--- src/rtl/button_debouncer.sv ---
// rtl/button_debouncer.sv - per-bit synchronizer, stability-count debouncer and press/release pulse generator
module button_debouncer #(
    parameter int width_p         = 3,
    parameter int stable_cycles_p = 12000
) (
    input  logic               clk_i,
    input  logic               reset_n_i,
    input  logic [width_p-1:0] button_async_unsafe_i,
    output logic [width_p-1:0] button_o,
    output logic [width_p-1:0] press_o,
    output logic [width_p-1:0] release_o
);

    localparam int CW = $clog2(stable_cycles_p);
    localparam logic [CW-1:0] CNT_MAX = CW'(stable_cycles_p - 1);

    logic [width_p-1:0] r_sync1;
    logic [width_p-1:0] r_sync2;
    logic [width_p-1:0] r_stable;
    logic [width_p-1:0] r_press;
    logic [width_p-1:0] r_release;
    logic [CW-1:0]      r_cnt [width_p];

    always_ff @(posedge clk_i or negedge reset_n_i) begin
        if (!reset_n_i) begin
            r_sync1   <= '0;
            r_sync2   <= '0;
            r_stable  <= '0;
            r_press   <= '0;
            r_release <= '0;
            for (int i = 0; i < width_p; i++) begin
                r_cnt[i] <= '0;
            end
        end else begin
            r_sync1 <= button_async_unsafe_i;
            r_sync2 <= r_sync1;
            for (int i = 0; i < width_p; i++) begin
                r_press[i]   <= 1'b0;
                r_release[i] <= 1'b0;
                // Any sample agreeing with the current level restarts the count.
                if (r_sync2[i] == r_stable[i]) begin
                    r_cnt[i] <= '0;
                end else if (r_cnt[i] == CNT_MAX) begin
                    r_stable[i]  <= r_sync2[i];
                    r_cnt[i]     <= '0;
                    r_press[i]   <= r_sync2[i];
                    r_release[i] <= ~r_sync2[i];
                end else begin
                    r_cnt[i] <= r_cnt[i] + 1'b1;
                end
            end
        end
    end

    assign button_o  = r_stable;
    assign press_o   = r_press;
    assign release_o = r_release;

endmodule

--- config.mk ---
export PLATFORM = sky130hd
export DESIGN_NAME = button_debouncer
export DESIGN_NICKNAME = d
export VERILOG_FILES = /design/src/rtl/button_debouncer.sv
export SDC_FILE = /design/constraint.sdc
export NUM_CORES = 1
export LEC_CHECK = 0
export CORE_ASPECT_RATIO = 0.8
export CORE_MARGIN = 3
export CORE_UTILIZATION = 55
export CTS_CLUSTER_DIAMETER = 40
export CTS_CLUSTER_SIZE = 28
export DETAILED_ROUTE_END_ITERATION = 12
export GPL_ROUTABILITY_DRIVEN = 0
export GPL_TIMING_DRIVEN = 0
export HOLD_SLACK_MARGIN = 0.08
export PLACE_DENSITY = 0.77
export RECOVER_POWER = 25
export SETUP_SLACK_MARGIN = 0.1
export SLEW_MARGIN = 20
export SYNTH_ARGS = -nofsm -noshare
export SYNTH_HDL_FRONTEND = slang
export SYNTH_SLANG_ARGS = --single-unit
export TNS_END_PERCENT = 20
--- constraint.sdc ---
create_clock -name clk_i -period 2.68 [get_ports clk_i]
set_input_delay 0.536 -clock clk_i [delete_from_list [all_inputs] [get_ports clk_i]]
set_output_delay 0.536 -clock clk_i [all_outputs]
set_load 0.02 [all_outputs]
## After elaboration in Yosys (flattened, before gate mapping)

Index checks and enable logic that the tools add are counted.

| cells by class | value |
|---|---|
| div/mod/pow operators | 0 |
| shifts and indexed selects | 0 |
| reduce and logical (&&, ||, !) cells | 3 |
| eq/ne operators | 6 |
| order comparisons | 0 |
| bitwise gates (word level) | 6 |
| multiply operators | 0 |
| add/subtract/negate cells | 3 |
| muxes and demuxes | 18 |

Operators with widths:

| operator | number |
|---|---|
| $mux 14 | 6 |
| $add 14x1->14 const B | 3 |
| $eq 14x14->1 const B | 3 |
| $mux 1 | 12 |
| $not 1->1 | 6 |
| $reduce_and 2->1 | 3 |
| $eq 1x1->1 | 3 |

| storage, ports and cells | value |
|---|---|
| bits in writable memories | 0 |
| bits in read-only memories | 0 |
| bits of input ports | 5 |
| logic and storage cells | 46 |
| flip-flop bits (word level) | 57 |
| memories kept | 0 |
| output and inout port bits | 9 |
| latch bits | 0 |

## Longest topological paths before layout

| logic depth | value |
|---|---|
| depth in word-level cells | 3 |
| gate-level depth with buffers | 6 |
| depth with buffers taken out | 5 |

## Least setup slack after synthesis

OpenSTA, ideal clock, no wires.

| path | value |
|---|---|
| path kind | register -> register |
| start point | reg r_cnt[33] in the netlist's numbering |
| end point | reg r_stable[0], in the netlist button_o[0] |
| data required time | 2.555 ns |
| slack | 0.788 ns |
| buffers on the path | 0 |
| library setup time | 0.125 ns |
| clock period less this slack | 1.892 ns |
| cell stages (with the launch flop) | 4 |
| data arrival time | 1.767 ns |
| path through | dfrtp_1 -> or4b_1 -> or4_4 -> mux2_4 |

| between the ends | value |
|---|---|
| cells in the longest elaborated chain, start to end | 2 |

Ends and longest elaborated chain:

| what | line | RTL |
|---|---|---|
| start: declaration | 22 | `logic [CW-1:0] r_cnt [width_p];` |
| start signal: indexed assignment | 49 | `r_cnt[i] <= r_cnt[i] + 1'b1;` |
| $eq 14x14->1 | 43 | `end else if (r_cnt[i] == CNT_MAX) begin` |
| $reduce_and 2->1 (no source line) | - |  |
| end signal: indexed assignment | 44 | `r_stable[i] <= r_sync2[i];` |
| end: declaration | 19 | `logic [width_p-1:0] r_stable;` |

No other way between the ends.
A chain may end at the register's enable or synchronous reset.

## Worst setup path in the final report

| path | value |
|---|---|
| start point | reg r_cnt[8] in the netlist's numbering |
| end point | reg r_cnt[6] in the netlist's numbering |

| between the ends | value |
|---|---|
| cells in the longest elaborated chain, start to end | 3 |

Ends and longest elaborated chain:

| what | line | RTL |
|---|---|---|
| $eq 14x14->1 | 43 |  |
| $mux 14 | 43 |  |
| $mux 14 | 41 | `if (r_sync2[i] == r_stable[i]) begin` |

No other way between the ends.

==> flow_summary.json <==
{
  "syn_nets": 249,
  "synth.avg_cell_area_um2": 10.8,
  "crit_type": "flip-flop to flip-flop",
  "setup_viol": 0,
  "tns_ps": 0,
  "rr_worst_depth": 5,
  "wl_per_cell_um": 13.8,
  "dp_cells": 308,
  "antennaDiodeCount": 0,
  "hp-class": "flip-flop to flip-flop",
  "detailroute.via_count": 1706,
  "yosys.area.top_type": "dfrtp_1",
  "synth-seq-cells": 57,
  "core-area_um2": 4340,
  "grt_pass1_vias": 1716,
  "yosysSeqAreaShare_pct": 55.6,
  "period_share_pct": 74.9,
  "drtIter0Drc": 72,
  "ios": 14,
  "postRouteAntennaNets": 0,
  "worst_slack_ps": 674,
  "die_h_um": 67.1,
  "cp_slowest_cell": "or4_4",
  "antenna_found_initial": 0,
  "yosysWarningCount": 0,
  "h-tree-depth": 3,
  "fin_nets": 273,
  "final_common_cell": "dfrtp_1",
  "max_freq_mhz": 498,
  "ys_types": 25,
  "via_per_inst": 5.28,
  "path_max_fanout": 10,
  "status": "finished, final reports clean",
  "worst_clock_skew_ps": 6.46,
  "worst-endpoint-required_ps": 2910,
  "ir_drop_mv": 0.361,
  "tightest_slew_ps": 1360,
  "synth-edff-count": 0,
  "fin_crit_ps": 2010,
  "pre_cts_ws_ps": 692,
  "finalWirelength_um": 4440,
  "min_path_cells": 0,
  "holdWs_ps": 342,
  "overflow": 0,
  "slew_viol_final": 0,
  "cts_sinks": 57,
  "grt_max_degree": 58,
  "layoutNonFillerInstCount": 323,
  "maxCapViolations": 0,
  "grt_pass1_wl_um": 7890,
  "cts_max_path_buffers": 2,
  "slowest_delay_ps": 580,
  "final_cell_mix": "57 x dfrtp_1, 43 x nor2_1, 23 x xnor2_1",
  "ctsResizeCount": 0,
  "drive_above_1_share_pct": 9.02,
  "slew_headroom_pct": 9.37,
  "start_kind": "flip-flop",
  "drc": 0,
  "power_density_nw_per_um2": 571,
  "syn_area_um2": 2560,
  "final_util_pct": 67.9,
  "placementRows": 21,
  "synthCells": 238,
  "initial_utilization_pct": 59.2,
  "clk_latency_ps": 340,
  "synthTopCellsByArea": "dfrtp_1 56%, xnor2_1 7.9%, nor2_1 6.3%",
  "numCtsBuffers": 9,
  "clk_pin_slew_ps": 60,
  "cts_setup_buffers": 0,
  "cts_hold_buf": 0,
  "finalHoldViolCount": 0,
  "clock-root-buffer": "clkbuf_8",
  "ys.flop_type": "dfrtp_1",
  "die_area_um2": 5520,
  "path_cells": "or4b_1 > or4_4 > nand2b_2 > buf_6 > nor2_1",
  "endpoint_kind": "flip-flop",
  "hpwl_um": 2950,
  "synthArstFlopShare_pct": 100,
  "leakagePower_nw": 1.26,
  "worst_ep_arrival_time_ps": 2230,
  "groute.usage.overall_pct": 19.9,
  "portBuffers": 13,
  "synth_top_cell_area_share_pct": 55.6,
  "die_x_um": 82.4,
  "cts_tree": "yes",
  "firstDrtPassIters": 4,
  "grt_setup_unrepaired": "no",
  "synthToLayoutAreaGrowth_pct": 14.7
}
## stage by stage
| stage | area (um2) | total power [W] |
|---|---|---|
| after floorplan | 2560 | 0.000938 |
| after global placement | 2770 | 0.000971 |
| after detailed placement | 2760 | 0.000973 |
| after CTS | 2950 | 0.00171 |
| after global routing | 2940 | 0.00176 |
| final | 2940 | 0.00168 |
## flip-flops by register name, indices dropped and copies added, names as in the netlist
name       count
r_sync2        3
release_o      3
press_o        3
r_sync1        3
r_cnt         42
button_o       3
## metal layers
metal,track usage [%],up-vias,share of wire (%)
li1,-,853,-
met1,26.0,811,50
met2,28.7,30,43
met3,7.30,12,4.5
met4,10.2,0,2.3
met5,0,-,0
## synth_stat cells, types with 6 or more instances
| master | count |
|---|---|
| xnor2_1 | 23 |
| nand2_1 | 13 |
| inv_1 | 6 |
| dfrtp_1 | 57 |
| nor3b_1 | 6 |
| nor3_1 | 6 |
| and3_1 | 7 |
| nand3_1 | 20 |
| nor2_1 | 43 |
| xor2_1 | 16 |
| nand4_1 | 9 |
| nor4_1 | 6 |
| ha_1 | 6 |
## layout make-up
cell class                 count  area (um2)
clock inverter                 2        12.5
sequential                    57        1430
timing repair buffer          13         125
tap                           57        71.3
buffer                         5        30.0
inverter                       6        22.5
fill                         346        1390
multi-input combinational    170        1090
clock buffer                  13         169
## power by group
part	leakage, nW	internal [W]	total [W]	switching [W]
Sequential	0.775	0.000876	0.000894	0.0000177
Clock	0.0915	0.000404	0.000727	0.000323
Combinational	0.397	0.0000212	0.0000604	0.0000391
Total	1.26	0.00130	0.00168	0.000380
## cells by family (layout without fill, tap and decap cells)
kind of cell | count (synthesis) | count (layout) | synth area share, %
simple gates | 122 | 122 | 24.5
flops | 57 | 57 | 55.6
xor+xnor | 39 | 39 | 13.3
buf+inv | 11 | 39 | 2.05
fa+ha+maj | 6 | 6 | 2.93
mux | 3 | 3 | 1.61
## critical path, delay by kind of cell (launching register included)
kind / cells / cell delay [ps]
buffers and inverters: 1 / 150
DFF: 1 / 430
and+or+nand+nor: 4 / 1300
## path summary, 6_finish.rpt
check | startpoint | endpoint | slack, ps
min in group asynchronous | reset_n_i | r_cnt[29] | 490
max in group asynchronous | reset_n_i | r_sync1[0] | 1360
setup reg to reg | r_cnt[8] | r_cnt[6] | 670
hold reg to reg | r_sync1[0] | r_sync2[0] | 340
setup / recovery | r_cnt[8] | r_cnt[6] | 670
hold / removal | r_sync1[0] | r_sync2[0] | 340
(Power assumes the default switching activity.)
